===== config.mk =====
export PLATFORM = sky130hd
export DESIGN_NAME = branch_resolution_tracker
export DESIGN_NICKNAME = d
export VERILOG_FILES = /design/src/rtl/branch_resolution_tracker_pkg.sv /design/src/rtl/branch_resolution_tracker_fifo.sv /design/src/rtl/branch_resolution_tracker.sv
export SDC_FILE = /design/constraint.sdc
export NUM_CORES = 1
export LEC_CHECK = 0
export ABC_AREA = 1
export ABC_CLOCK_PERIOD_IN_PS = 2100
export CELL_PAD_IN_SITES_DETAIL_PLACEMENT = 0
export CELL_PAD_IN_SITES_GLOBAL_PLACEMENT = 2
export CORE_MARGIN = 2
export CORE_UTILIZATION = 35
export DETAILED_ROUTE_END_ITERATION = 16
export DONT_BUFFER_PORTS = 1
export PLACE_DENSITY_LB_ADDON = 0.1
export SETUP_SLACK_MARGIN = 0.5
export SYNTH_ARGS = -nofsm -noshare
export SYNTH_HDL_FRONTEND = slang
export SYNTH_SLANG_ARGS = --single-unit
export TNS_END_PERCENT = 1

===== constraint.sdc =====
create_clock -name clk -period 2.1 [get_ports clk]
set_clock_uncertainty 0.2 [all_clocks]
set_input_delay 0.21 -clock clk [delete_from_list [all_inputs] [get_ports clk]]
set_output_delay 0.21 -clock clk [all_outputs]
set_load 0.005 [all_outputs]

===== src/rtl/branch_resolution_tracker_pkg.sv =====
// Shared types for the branch resolution tracker: occupancy FSM encoding and
// the helper that classifies an occupancy value into that encoding.
package branch_resolution_tracker_pkg;

    typedef enum logic [1:0] {
        OCC_EMPTY   = 2'd0,
        OCC_PARTIAL = 2'd1,
        OCC_FULL    = 2'd2
    } occ_state_t;

    function automatic occ_state_t occ_state_of(input int occupancy, input int depth);
        occ_state_t state_s;
        if (occupancy == 32'sd0) begin
            state_s = OCC_EMPTY;
        end else if (occupancy >= depth) begin
            state_s = OCC_FULL;
        end else begin
            state_s = OCC_PARTIAL;
        end
        return state_s;
    endfunction

endpackage


===== src/rtl/branch_resolution_tracker_fifo.sv =====
// In-order store of in-flight predictions {address, predicted} with push, pop
// and a flush that drops every queued entry (and any same-cycle push).
module branch_tracking_fifo
    import branch_resolution_tracker_pkg::*;
#(
    parameter int address_width = 1,
    parameter int depth         = 4
) (
    input  logic                     clk,
    input  logic                     rst,
    input  logic                     push,
    input  logic [address_width-1:0] push_address,
    input  logic                     push_taken,
    input  logic                     pop,
    input  logic                     flush,
    output logic                     full,
    output logic                     empty,
    output logic [address_width-1:0] head_address,
    output logic                     head_taken
);
    localparam int ptr_width = $clog2(depth);
    localparam logic [ptr_width-1:0] ptr_one = ptr_width'(1);
    localparam logic [ptr_width:0]   occ_one = (ptr_width + 1)'(1);

    logic [address_width-1:0] address_mem_r [depth];
    logic                     taken_mem_r   [depth];
    logic [ptr_width-1:0]     wr_ptr_r;
    logic [ptr_width-1:0]     rd_ptr_r;
    logic [ptr_width:0]       occupancy_r;
    logic [ptr_width:0]       occupancy_next_s;
    occ_state_t               state_r;
    occ_state_t               state_next_s;
    logic                     push_ok_s;
    logic                     pop_ok_s;

    assign push_ok_s    = push && !full;
    assign pop_ok_s     = pop && !empty;
    assign head_address = address_mem_r[rd_ptr_r];
    assign head_taken   = taken_mem_r[rd_ptr_r];

    // Entry storage; contents are meaningless until pointed to, so no reset.
    always_ff @(posedge clk) begin
        if (push_ok_s) begin
            address_mem_r[wr_ptr_r] <= push_address;
            taken_mem_r[wr_ptr_r]   <= push_taken;
        end
    end

    // Occupancy after this cycle's push/pop, ignoring flush.
    always_comb begin
        occupancy_next_s = occupancy_r;
        if (push_ok_s && !pop_ok_s) begin
            occupancy_next_s = occupancy_r + occ_one;
        end else if (!push_ok_s && pop_ok_s) begin
            occupancy_next_s = occupancy_r - occ_one;
        end else begin
            occupancy_next_s = occupancy_r;
        end
    end

    // Pointers and occupancy; flush leaves wr_ptr alone so a same-cycle push is dropped.
    always_ff @(posedge clk) begin
        if (rst) begin
            wr_ptr_r    <= '0;
            rd_ptr_r    <= '0;
            occupancy_r <= '0;
        end else if (flush) begin
            rd_ptr_r    <= wr_ptr_r;
            occupancy_r <= '0;
        end else begin
            if (push_ok_s) begin
                wr_ptr_r <= wr_ptr_r + ptr_one;
            end
            if (pop_ok_s) begin
                rd_ptr_r <= rd_ptr_r + ptr_one;
            end
            occupancy_r <= occupancy_next_s;
        end
    end

    // Occupancy FSM state register.
    always_ff @(posedge clk) begin
        if (rst) begin
            state_r <= OCC_EMPTY;
        end else begin
            state_r <= state_next_s;
        end
    end

    // Occupancy FSM next-state logic.
    always_comb begin
        state_next_s = state_r;
        if (flush) begin
            state_next_s = OCC_EMPTY;
        end else begin
            case (state_r)
                OCC_EMPTY:   state_next_s = push_ok_s ? OCC_PARTIAL : OCC_EMPTY;
                OCC_PARTIAL: state_next_s = occ_state_of(32'(occupancy_next_s), depth);
                OCC_FULL:    state_next_s = pop_ok_s ? OCC_PARTIAL : OCC_FULL;
                default:     state_next_s = OCC_EMPTY;
            endcase
        end
    end

    // Occupancy FSM outputs.
    always_comb begin
        full  = 1'b0;
        empty = 1'b0;
        case (state_r)
            OCC_EMPTY:   empty = 1'b1;
            OCC_PARTIAL: empty = 1'b0;
            OCC_FULL:    full  = 1'b1;
            default:     empty = 1'b1;
        endcase
    end

endmodule


===== src/rtl/branch_resolution_tracker.sv =====
// Resolves queued branch predictions against execute outcomes, trains the
// predictor, pulses mispredict/resolve_error, and keeps saturating statistics.
module branch_resolution_tracker
    import branch_resolution_tracker_pkg::*;
#(
    parameter int address_width = 1,
    parameter int depth         = 4,
    parameter int count_width   = 16
) (
    input  logic                     clk,
    input  logic                     rst,
    input  logic                     pred_valid,
    input  logic [address_width-1:0] pred_address,
    input  logic                     pred_taken,
    output logic                     pred_ready,
    input  logic                     resolve_valid,
    input  logic                     resolve_taken,
    output logic                     update_valid,
    output logic [address_width-1:0] update_address,
    output logic                     update_result,
    output logic                     mispredict,
    output logic                     resolve_error,
    output logic [count_width-1:0]   branch_count,
    output logic [count_width-1:0]   mispredict_count
);
    localparam logic [count_width-1:0] count_max = {count_width{1'b1}};
    localparam logic [count_width-1:0] count_one = count_width'(1);

    logic                     fifo_full_s;
    logic                     fifo_empty_s;
    logic [address_width-1:0] head_address_s;
    logic                     head_taken_s;
    logic                     push_s;
    logic                     pop_s;
    logic                     mismatch_s;
    logic                     error_s;

    logic                     update_valid_r;
    logic [address_width-1:0] update_address_r;
    logic                     update_result_r;
    logic                     mispredict_r;
    logic                     resolve_error_r;
    logic [count_width-1:0]   branch_count_r;
    logic [count_width-1:0]   mispredict_count_r;

    assign pred_ready = !fifo_full_s;
    assign push_s     = pred_valid && !fifo_full_s;
    assign pop_s      = resolve_valid && !fifo_empty_s;
    assign mismatch_s = pop_s && (head_taken_s != resolve_taken);
    assign error_s    = resolve_valid && fifo_empty_s;

    branch_tracking_fifo #(
        .address_width (address_width),
        .depth         (depth)
    ) u_fifo (
        .clk          (clk),
        .rst          (rst),
        .push         (push_s),
        .push_address (pred_address),
        .push_taken   (pred_taken),
        .pop          (pop_s),
        .flush        (mismatch_s),
        .full         (fifo_full_s),
        .empty        (fifo_empty_s),
        .head_address (head_address_s),
        .head_taken   (head_taken_s)
    );

    // Training port, one-cycle pulses and saturating statistics.
    always_ff @(posedge clk) begin
        if (rst) begin
            update_valid_r     <= 1'b0;
            update_address_r   <= '0;
            update_result_r    <= 1'b0;
            mispredict_r       <= 1'b0;
            resolve_error_r    <= 1'b0;
            branch_count_r     <= '0;
            mispredict_count_r <= '0;
        end else begin
            update_valid_r  <= pop_s;
            mispredict_r    <= mismatch_s;
            resolve_error_r <= error_s;
            if (pop_s) begin
                update_address_r <= head_address_s;
                update_result_r  <= resolve_taken;
            end
            if (pop_s && (branch_count_r != count_max)) begin
                branch_count_r <= branch_count_r + count_one;
            end
            if (mismatch_s && (mispredict_count_r != count_max)) begin
                mispredict_count_r <= mispredict_count_r + count_one;
            end
        end
    end

    assign update_valid     = update_valid_r;
    assign update_address   = update_address_r;
    assign update_result    = update_result_r;
    assign mispredict       = mispredict_r;
    assign resolve_error    = resolve_error_r;
    assign branch_count     = branch_count_r;
    assign mispredict_count = mispredict_count_r;

endmodule

==> impl_metrics.yaml <==
clock_tree:
  clk_transition_reported_paths_ns: 0.10
  cts.sinks: 56
  cts_buffers: 5
  root_buffer: "clkbuf_8"
  cts_tree: "yes"
  clk_path_buf_depth: 2
  h-tree-depth: 2
  insertion_delay_ns: 0.31
logic_synthesis:
  synth_area_leaders: "dfxtp_1 (31%), nand2_1 (14%), edfxtp_1 (7.8%)"
  ys.flop_type: "dfxtp_1"
  synth-edff-count: 8
  synth_top_area_share_pct: 31.03
  synth_nets: 456
  syn_inst: 437
  synth-seq-cells: 56
  synthArstFlopShare_pct: 0
  syn_area_per_cell_um2: 7.086
  yosysSeqAreaShare_pct: 38.79
  synth_area_leader_cell: "dfxtp_1"
  synth_warnings: 0
  mappedNetlistArea_um2: 3097
  yosysUniqueCellTypes: 30
run:
  drv_cap: 0
cells_and_area:
  fillerInstances: 908
  multi_input_area_um2: 1833
  fin_nets: 495
  syn_to_final_growth_pct: 25.78
  drive_gt1_share_pct: 20.75
  final_area_um2: 3895
  seqCellArea_um2: 1217
  num_antenna_cells: 0
timing:
  tightest_slew_ns: 0.3932
  fin_crit_sh_pct: 82.27
  setup_viol: 0
  hold_violations: 0
  setup_tns_ns: 0
  fmax_mhz: 578.8
  final.min_clock_period_ns: 1.728
  maxSlewHeadroom_pct: 73.76
  grt_setup_unrepaired: "true"
  slew_viol_final: 0
worst_setup_path:
  crit_end: "u_fifo.state_r[1]"
  path_class: "reg -> reg"
  required_ns: 2.14
  cp_max_fo: 5
  regToRegEndpoint: "u_fifo.state_r[1]"
  r2r_slack_ns: 0.37
  cp-start-kind: "flop"
  reg2regPathDepth: 9
  cp-end-kind: "flop"
  worstSetupStartpoint: "u_fifo.state_r[1]"
  cp.arrival_ns: 1.77
  r2r-start: "u_fifo.state_r[1]"
die:
  initial_core_util_pct: 35.86
  die_w_um: 98.06
  die-area_um2: 9616
  core-area_um2: 8636
  dieHeight_um: 98.06
  io_pins: 45
  rows: 34
power:
  finalPower_mw: 2.219
  irDropWorstVdd_mv: 0.4329
  power_density_nw_per_um2: 569.6
  p_leak_nw: 1.488
global_routing:
  grt_max_degree: 33
  overflow: 0
  grt_pass1_vias: 2800
  antenna_found_initial: 0
  grt_pass1_wl_um: 13820
  grt.total_usage_pct: 17.65
placement:
  port_buffers: 0
  dp_hpwl_um: 5870
  gp_congestion: 0.7835
  placed_area_um2: 3403
min_path:
  hold_class: "in -> reg"
routing:
  vias: 2827
  first_pass_iters: 4
  drtIter0Drc: 76
  detail_route.drc_violations: 0
  routed_wl_um: 8271
  wl_per_cell_um: 14.14
  avgViaCountPerCell: 4.832
  ant_nets: 0
outcome:
  status: "finished clean"
## synth_stat cells (3+ instances only)
| cell type | count |
|---|---|
| xnor2_1 | 4 |
| nand3b_1 | 4 |
| nor2_1 | 48 |
| dfxtp_1 | 48 |
| clkbuf_1 | 7 |
| nand2_1 | 119 |
| ha_1 | 12 |
| nand2_2 | 3 |
| nand4_1 | 12 |
| xor2_1 | 11 |
| nand3_1 | 37 |
| a21oi_1 | 29 |
| o21ai_0 | 16 |
| nor3_1 | 8 |
| a21oi_2 | 4 |
| buf_6 | 3 |
| edfxtp_1 | 8 |
| inv_1 | 49 |
## cell families after synthesis
kind of cell / share of synthesized area, %
adders and majority gates: 4.848
DFF: 38.79
and+or+nand+nor: 34.87
buffers and inverters: 8.404
AOI/OAI and AO/OA: 8.849
xor gates and xnor gates: 4.242
## metrics by stage
step	hold slack [ns]	worst slack, ns	std cells	utilization [%]
5_1_grt	0.03966	0.2689	585	45.10
6_report	0.04498	0.3722	585	45.10
3_3_place_gp	0.07403	0.1581	557	39.41
4_1_cts	0.03702	0.3658	580	43.42
3_5_place_dp	0.07668	0.1466	557	39.41
2_1_floorplan	0.1089	0.4176	437	-
## per-layer routing
layer  vias to the layer above  global-route usage (%)  part of all wire, %
met5                         -                       0                    0
met3                         5                   3.722                  4.4
met1                      1288                   22.77                   47
li1                       1487                       -                    -
met4                         0                   3.632                 0.62
met2                        47                   30.56                   48
## worst max-delay path, stage by stage (launching register included)
cell	delay [ns]
dfxtp_2	0.36
inv_2	0.05
ha_4	0.24
nand2_4	0.10
clkinv_8	0.09
buf_12	0.13
nand3_4	0.13
buf_12	0.12
nand3b_1	0.09
a21oi_1	0.13
## placed cells by master (no fill, tap or decap), types with 5 or more instances in the layout
master | synthesis | routed
a21oi_1 | 29 | 28
o21ai_0 | 16 | 16
clkbuf_8 | 0 | 5
dfxtp_1 | 48 | 41
buf_4 | 0 | 31
nand3_1 | 37 | 34
dlygate4sd3_1 | 0 | 5
nor2_1 | 48 | 42
ha_1 | 12 | 8
nand4_1 | 12 | 12
inv_1 | 49 | 45
nor2_4 | 2 | 5
a21oi_2 | 4 | 5
nand2_1 | 119 | 109
edfxtp_1 | 8 | 8
xor2_1 | 11 | 11
nand2_2 | 3 | 8
nand2_4 | 0 | 5
nor3_1 | 8 | 6
## where the power goes
group | leakage (nW) | switching (mW) | internal (mW) | total, mW
combinational | 0.968 | 0.209 | 0.140 | 0.348
clock | 0.0532 | 0.365 | 0.349 | 0.714
sequential | 0.466 | 0.0315 | 1.13 | 1.16
## cell type report
class	instances	area share [%]
clock buffers	5	1.767
clock inverters	3	0.9637
multi-input cells	319	47.06
inverters	52	5.589
flip-flops and latches	56	31.26
well taps	108	3.469
repair buffers	42	9.894
## repair_timing
item,in CTS,in global routing
hold buffers,6,0
hold endpoints to repair,44,0
cloned,1,0
endpoints found under the setup margin,51,49
pin swaps,10,13
gates resized for setup,26,23
buffers inserted,8,5
## flip-flops by register name (all words and copies together) (netlist names), named ones only
signal,flops
update_valid,1
resolve_error,1
u_fifo.state_r,2
mispredict,1
u_fifo.address_mem_r,4
update_result,1
update_address,1
branch_count,16
u_fifo.occupancy_r,3
u_fifo.wr_ptr_r,2
mispredict_count,16
u_fifo.taken_mem_r,4
u_fifo.rd_ptr_r,2
## how the worst min path moves through the flow
stage | slack (ns) | endpoint | from | depth (start not counted)
after floorplan | 0.11 | u_fifo.address_mem_r[0] | pred_address | 0
after global placement | 0.07 | mispredict_count[0] | rst | 1
after detailed placement | 0.08 | mispredict_count[0] | rst | 1
after CTS | 0.04 | u_fifo.taken_mem_r[3] | pred_valid | 2
after global routing | 0.04 | u_fifo.address_mem_r[3] | pred_valid | 2
final | 0.04 | u_fifo.taken_mem_r[3] | pred_valid | 2
No activity file was read; power rests on OpenSTA's default activity.
